`src/rtl/qrd_output_deskew_pkg.sv`:
```
// Shared defaults for the QRD-RLS output deskew block and its lane delay.
package qrd_output_deskew_pkg;
  localparam int QRD_N           = 4;
  localparam int QRD_DATA_LENGTH = 16;
  localparam int QRD_FIFO_DEPTH  = 8;
endpackage

```
`src/rtl/qrd_lane_delay.sv`:
```
// D-stage delay of one lane's data and valid; the valid chain is resettable, data is not.
module qrd_lane_delay #(
  parameter int D           = 1,
  parameter int DATA_LENGTH = 16
) (
  input  logic                   clk,
  input  logic                   rst,
  input  logic [DATA_LENGTH-1:0] in_data,
  input  logic                   in_valid,
  output logic [DATA_LENGTH-1:0] out_data,
  output logic                   out_valid
);
  generate
    if (D == 0) begin : g_wire
      logic unused_clk_rst;
      assign unused_clk_rst = &{1'b0, clk, rst};
      assign out_data  = in_data;
      assign out_valid = in_valid;
    end else begin : g_pipe
      logic [D-1:0][DATA_LENGTH-1:0] dat_pipe;
      logic [D-1:0]                  vld_pipe;

      always_ff @(posedge clk) begin
        if (rst) begin
          vld_pipe <= '0;
        end else begin
          vld_pipe[0] <= in_valid;
          for (int i = 1; i < D; i++) vld_pipe[i] <= vld_pipe[i-1];
        end
      end

      always_ff @(posedge clk) begin
        dat_pipe[0] <= in_data;
        for (int i = 1; i < D; i++) dat_pipe[i] <= dat_pipe[i-1];
      end

      assign out_data  = dat_pipe[D-1];
      assign out_valid = vld_pipe[D-1];
    end
  endgenerate
endmodule

```
`src/rtl/qrd_output_deskew.sv`:
```
// Undoes the systolic-array lane skew (lane k delayed N-1-k) and buffers aligned vectors in a show-ahead FIFO.
module qrd_output_deskew
  import qrd_output_deskew_pkg::*;
#(
  parameter int N           = QRD_N,
  parameter int DATA_LENGTH = QRD_DATA_LENGTH,
  parameter int FIFO_DEPTH  = QRD_FIFO_DEPTH
) (
  input  logic                     clk,
  input  logic                     rst,
  input  logic [N*DATA_LENGTH-1:0] in_data,
  input  logic [N-1:0]             in_valid,
  output logic [N*DATA_LENGTH-1:0] out_data,
  output logic                     out_valid,
  input  logic                     out_ready,
  output logic                     overflow,
  output logic                     skew_err
);
  localparam int VW = N * DATA_LENGTH;
  localparam int AW = $clog2(FIFO_DEPTH);
  localparam int CW = $clog2(FIFO_DEPTH + 1);

  logic [N-1:0][DATA_LENGTH-1:0] dly_data;
  logic [N-1:0]                  dly_vld;

  genvar k;
  generate
    for (k = 0; k < N; k++) begin : g_lane
      qrd_lane_delay #(.D(N-1-k), .DATA_LENGTH(DATA_LENGTH)) u_lane (
        .clk      (clk),
        .rst      (rst),
        .in_data  (in_data[k*DATA_LENGTH +: DATA_LENGTH]),
        .in_valid (in_valid[k]),
        .out_data (dly_data[k]),
        .out_valid(dly_vld[k])
      );
    end
  endgenerate

  logic align_valid, align_any;
  assign align_valid = &dly_vld;
  assign align_any   = |dly_vld;

  logic [VW-1:0] mem [FIFO_DEPTH];
  logic [AW-1:0] rd_ptr, wr_ptr;
  logic [CW-1:0] count;
  logic          full, empty, push, pop;

  assign full  = (count == CW'(FIFO_DEPTH));
  assign empty = (count == '0);
  assign pop   = !empty && out_ready;
  // A full FIFO still accepts when the same cycle frees a slot.
  assign push  = align_valid && (!full || pop);

  always_ff @(posedge clk) begin
    if (rst) begin
      rd_ptr   <= '0;
      wr_ptr   <= '0;
      count    <= '0;
      overflow <= 1'b0;
      skew_err <= 1'b0;
    end else begin
      if (push) wr_ptr <= wr_ptr + 1'b1;
      if (pop)  rd_ptr <= rd_ptr + 1'b1;
      case ({push, pop})
        2'b10:   count <= count + 1'b1;
        2'b01:   count <= count - 1'b1;
        default: count <= count;
      endcase
      if (align_valid && !push)     overflow <= 1'b1;
      if (align_any && !align_valid) skew_err <= 1'b1;
    end
  end

  always_ff @(posedge clk) begin
    if (push) mem[wr_ptr] <= dly_data;
  end

  assign out_valid = !empty;
  assign out_data  = empty ? '0 : mem[rd_ptr];
endmodule

```
`config.mk`:
```
export PLATFORM = sky130hd
export DESIGN_NAME = qrd_output_deskew
export DESIGN_NICKNAME = d
export VERILOG_FILES = /design/src/rtl/qrd_output_deskew_pkg.sv /design/src/rtl/qrd_lane_delay.sv /design/src/rtl/qrd_output_deskew.sv
export SDC_FILE = /design/constraint.sdc
export NUM_CORES = 1
export LEC_CHECK = 0
export ABC_AREA = 1
export BUFFER_PORTS_ARGS = -buffer_cell sky130_fd_sc_hd__buf_2
export CELL_PAD_IN_SITES_DETAIL_PLACEMENT = 0
export CELL_PAD_IN_SITES_GLOBAL_PLACEMENT = 1
export CORE_MARGIN = 2
export CORE_UTILIZATION = 50
export DETAILED_ROUTE_END_ITERATION = 10
export GPL_TIMING_DRIVEN = 0
export PLACE_DENSITY = 0.87
export REMOVE_ABC_BUFFERS = 1
export SKIP_CTS_REPAIR_TIMING = 1
export SLEW_MARGIN = 15
export SYNTH_ARGS = -nofsm -noshare
export SYNTH_HDL_FRONTEND = slang
export SYNTH_SLANG_ARGS = --single-unit
```
`constraint.sdc`:
```
create_clock -name clk -period 7.3 [get_ports clk]
set_clock_uncertainty 0.2 [all_clocks]
set_input_delay 0.365 -clock clk [delete_from_list [all_inputs] [get_ports clk]]
set_output_delay 0.365 -clock clk [all_outputs]
set_load 0.02 [all_outputs]
```
Word level (Yosys, flattened, before mapping)
Memory sizes are Yosys's and may differ from the RTL's. A register that Yosys moved wholly into a read port is not among the register bits.
Index checks and enable logic that the tools add are counted.
{ "classes": {"addsub": 4, "eq_ne": 3, "n_mux": 6, "reduce_logical": 13} }
{ "op_table": {"columns": ["op", "n"], "rows": [
  ["$mux 64", 1],
  ["$pmux 4 s2", 1],
  ["$add 3x1->3 const B", 2],
  ["$mux 3", 2],
  ["$add 4x1->4 const B", 1],
  ["$eq 4x4->1 const B", 1],
  ["$logic_and 1x1->1", 4],
  ["$logic_not 1->1", 4],
  ["$logic_not 4->1", 1],
  ["$reduce_and 4->1", 1],
  ["$reduce_or 4->1", 1],
  ["$sub 4x1->4 const B", 1],
  ["$eq 2x1->1 const B", 1],
  ["$eq 2x2->1 const B", 1],
  ["$mux 1", 2],
  ["$reduce_bool 2->1", 1],
  ["$logic_or 1x1->1", 1]
]} }
{ "word_totals": {"regBits": 114, "ram_bits": 512, "inputBits": 71, "out_inout_bits": 67, "word_cells": 41, "memories": 1} }
{ "memory_table": {"columns": ["name", "words", "word_bits", "rd", "rd_ports_with_merged_regs", "wr", "line_no", "rtl"], "rows": [
  ["mem", 8, 64, 1, 1, 1, "qrd_output_deskew.sv:44", "logic [VW-1:0] mem [FIFO_DEPTH];"]
]} }

Longest topological paths before layout
{ "logic_depth": {"word_depth": 7, "mapped_depth": 12, "mapped_depth_nobuf": 12} }

Hierarchy
From an unflattened synthesis, not the netlist that was laid out.
{ "hier_totals": {"hier_cells": 1784, "hier_area_um2": 23209.8} }
{ "by_module_without_submodules": {"columns": ["module", "n_inst", "cells_per_inst", "area_per_inst_um2", "seq_area_each_um2"], "rows": [
  ["qrd_output_deskew", 1, 1621, 20752.4, 15675.0],
  ["qrd_lane_delay at g_lane[0].u_lane", 1, 73, 1163.6, 1021.0],
  ["qrd_lane_delay at g_lane[1].u_lane", 1, 54, 815.8, 680.7],
  ["qrd_lane_delay at g_lane[2].u_lane", 1, 19, 350.3, 340.3],
  ["qrd_lane_delay at g_lane[3].u_lane", 1, 17, 127.6, 0.0]
]} }

Worst setup path after synthesis
Ideal clock, no wire load.
{ "synth_path": {"path_type": "in2reg", "from": "input in_valid[3]", "to": "memory mem[2][0] in the netlist's numbering (enable)", "arrival_time_ns": 5.353, "required_time_ns": 6.535, "setup_slack_ns": 1.182, "path_stages": 5, "path_cell_list": "nand2_1 -> nor2_1 -> nand2_1 -> or2_2 -> nor3_1"} }
{ "synth_via": {"elab_chain_cells": 4} }
{ "synth_rtl": {"columns": ["element", "line_no", "rtl"], "rows": [
  ["start, declared", "qrd_output_deskew.sv:12", "input logic [N-1:0] in_valid,"],
  ["$reduce_and 4->1", "qrd_output_deskew.sv:41", "assign align_valid = &dly_vld;"],
  ["$logic_and 1x1->1", "qrd_output_deskew.sv:53", "assign push = align_valid && (!full || pop);"],
  ["$mux 1", "qrd_output_deskew.sv:76", "if (push) mem[wr_ptr] <= dly_data;"],
  ["$mux 1 (not written as such)", "qrd_output_deskew.sv:76", null],
  ["end, declared", "qrd_output_deskew.sv:44", null]
]} }
Every way passes these cells.

==> impl_metrics.csv <==
group,metric,value,unit
routing,num_vias,14200,
power,net-switching-power,0.00285,W
layout,drive_above_1_share,0.142,
synthesis,synth_compound_area_frac,0.0980,
sta,maxSlewHeadroom,0.416,
global_route,grt_max_degree,133,
synthesis,synthAdderAreaFrac,0.00307,
routing,ant_nets,0,
synthesis,ys.warnings.count,0,
clocking,clkTransAtPathRegs,60,ps
sta,holdWs,123,ps
sta,rsz0062_at_grt,"no",
power,seqPwrFrac,0.436,
synthesis,ys_ff_latch,629,
clocking,cts_max_path_buffers,3,
critical_path,crit_type,"flip-flop to output port",
power,clkPwrFrac,0.322,
floorplanning,core_area,45200,um2
global_route,grt-ovfl-total,0,
sta,setup_ws,3440,ps
sta,layout_worst_path_cycle_share,0.529,
sta,worst_pin_slew,877,ps
synthesis,syn_area_per_cell,13.2,um2
critical_path,end_kind,"output port",
clocking,clock-root-buffer,"clkbuf_16",
sta,setup_viol,0,
critical_path,cp.required,6730,ps
routing,drt_wl_total,48700,um
sta,period_minus_slack,3860,ps
synthesis,synth_top_family_by_area,"compound AO/OA/AOI/OAI gates",
sta,hold_viol,0,
routing,avgViaCountPerCell,5.47,
flow_run,maxCapViolations,0,
synthesis,muxShareOfSynthArea,0,
routing,wl_per_cell,18.8,um
synthesis,seq_area_frac_synth,0.776,
global_route,grt.total_usage,0.202,
global_route,antenna_found_initial,0,
clocking,cts_tree,"built",
power,intPower,0.00635,W
routing,route.detailed.drc,0,
min_path,hp-class,"flip-flop to flip-flop",
global_route,grt_pass1_wl,73500,um
floorplanning,dieArea,47400,um2
synthesis,syn_area,22800,um2
synthesis,synthXorXnorAreaFrac,0.000767,
layout,antenna_cells,0,
clocking,insertion_delay,600,ps
routing,drt_first_iter_violations,1175,
placement,pre_cts_ws,4040,ps
floorplanning,initial_core_util,0.505,
floorplanning,std_cell_rows,78,
synthesis,synth_cells,1734,
routing,drt-pass1-iter-count,9,
critical_path,start_kind,"flip-flop",
power,power_leakage,9.69,nW
critical_path,cp_max_fo,132,
clocking,htreeDepth,2,
placement,portBuffers,137,
layout,finalInstanceArea,27300,um2
placement,gp_congestion,0.710,
placement,placed_cell_area,24700,um2
synthesis,synthSimpleGateAreaFrac,0.0950,
power,peakVddDrop,0.226,mV
power,p_comb_frac,0.242,
power,report.power.total,0.00920,W
sta,fmax,259,MHz
run_status,status,"finished clean",
floorplanning,pin_count,138,
layout,finalNetCount,2021,
clocking,clock_sinks,629,
synthesis,synth.distinct_cells,23,
placement,dp_hpwl,27700,um
floorplanning,fp.dieH,218,um
layout,nFillCells,3287,
layout,areaGrowthSynthToFinish,19.6,%
global_route,grt_pass1_vias,13600,
power,swShare,0.310,
critical_path,critPathArrivalTime,3300,ps
power,p_per_area,337,nW/um2
sta,slew_viol_final,0,
critical_path,ff2ff_setup_slack,4220,ps
clocking,numCtsBuffers,58,
floorplanning,die_width,218,um
layer usage:
metal / wire (um) / GRT usage / vias to the layer above
li1: - / - / 6643
met1: 20500 / 0.262 / 7006
met2: 24200 / 0.344 / 419
met3: 2390 / 0.0310 / 114
met4: 1520 / 0.0808 / 0
met5: 0 / 0 / -
worst max-delay path: stages, from the launching register on:
cell and delay, ps:
dfxtp_4 470, buf_16 260, inv_8 460, buf_16 450
o21ai_0 180, o22ai_1 160, nor2_1 50, nor2_1 250
buf_2 220
flip-flops by register name, summed over array words and instances (netlist names), named ones only:
register,cells
count,4
g_lane.u_lane.g_pipe.dat_pipe,48
g_lane.u_lane.g_pipe.vld_pipe,5
g_lane.u_lane.out_data,48
g_lane.u_lane.out_valid,1
mem,512
overflow,1
rd_ptr,3
skew_err,1
wr_ptr,3
cell usage in the layout (no fill, tap or decap):
| master | netlist | routed |
|---|---|---|
| dfxtp_4 | 0 | 3 |
| clkbuf_16 | 0 | 61 |
| clkbuf_1 | 60 | 23 |
| nor3_2 | 0 | 2 |
| clkinvlp_4 | 0 | 2 |
| clkinv_1 | 0 | 2 |
| buf_2 | 19 | 137 |
| buf_12 | 0 | 8 |
| buf_16 | 0 | 20 |
| o22ai_1 | 64 | 64 |
| dlygate4sd3_1 | 0 | 73 |
| inv_4 | 0 | 1 |
| clkbuf_8 | 0 | 11 |
| inv_1 | 19 | 19 |
| inv_8 | 0 | 1 |
| xor2_1 | 1 | 1 |
| nor2_4 | 0 | 6 |
| nor2_1 | 478 | 472 |
| a21oi_1 | 9 | 9 |
| fa_1 | 1 | 1 |
| or2_2 | 1 | 1 |
| buf_6 | 13 | 5 |
| ha_1 | 4 | 4 |
| xnor2_1 | 1 | 1 |
| clkinv_2 | 0 | 8 |
| bufinv_16 | 0 | 3 |
| nand3_1 | 10 | 10 |
| o21ai_0 | 262 | 262 |
| dfxtp_1 | 117 | 114 |
| nand2_4 | 0 | 1 |
| edfxtp_1 | 512 | 512 |
| o211ai_1 | 64 | 64 |
| nand2_1 | 82 | 81 |
| buf_4 | 2 | 13 |
power groups by stage:
stage	Sequential (W)	Clock [W]	Combinational [W]
after floorplan	0.00415	0	0.00134
after global placement	0.00425	0	0.00207
after detailed placement	0.00409	0	0.00220
after CTS	0.00401	0.00302	0.00221
after global routing	0.00402	0.00316	0.00245
final	0.00401	0.00296	0.00223
logic make-up after synthesis:
logic type,count (synthesis)
adder cells (fa/ha/maj),5
AO/OA/AOI/OAI,399
XOR/XNOR,2
AND/OR/NAND/NOR,573
flip-flops,629
buffers and inverters,126
path summary, 6_finish.rpt:
kind                                                                   start                                   end  cells after the start
worst max-delay path                                               flip-flop                          out_data[24]                      8
worst min register to register  g_lane[0].u_lane.g_pipe.dat_pipe[24]$_DFF_P_  g_lane[0].u_lane.out_data[8]$_DFF_P_                      0
worst max register to register                         count[1]$_SDFFE_PP0P_                  mem[3][34]$_DFFE_PP_                     10
worst min-delay path            g_lane[0].u_lane.g_pipe.dat_pipe[24]$_DFF_P_  g_lane[0].u_lane.out_data[8]$_DFF_P_                      0
area by class of cell:
class                      instances  area [um2]  area share
clock buffer                      95        1760      0.0646
clock inverter                    15         153     0.00559
inverter                          21        88.8     0.00325
multi-input combinational        979        4560       0.167
sequential                       629       17700       0.649
tap                              600         751      0.0275
timing repair buffer             256        2280      0.0835
cell usage after synthesis:
cell	instances	area, um2
a21oi_1	9	45.0
buf_1	9	33.8
buf_2	19	95.1
buf_4	2	15.0
buf_6	13	146
buf_8	2	30.0
clkbuf_1	60	225
dfxtp_1	117	2340
edfxtp_1	512	15400
fa_1	1	20.0
ha_1	4	50.1
inv_1	19	71.3
inv_2	2	7.51
nand2_1	82	308
nand3_1	10	50.1
nor2_1	478	1790
nor3_1	2	10.0
o211ai_1	64	480
o21ai_0	262	1310
o22ai_1	64	400
or2_2	1	6.26
xnor2_1	1	8.76
xor2_1	1	8.76
metrics by stage:
stage	utilization	cells	TNS [ps]
after floorplan	-	1629	-81930
after global placement	0.525	2366	-962840
after detailed placement	0.546	2412	0
after CTS	0.588	2522	0
after global routing	0.605	2595	0
final	0.605	2595	0
No activity file was read; power rests on OpenSTA's default activity.
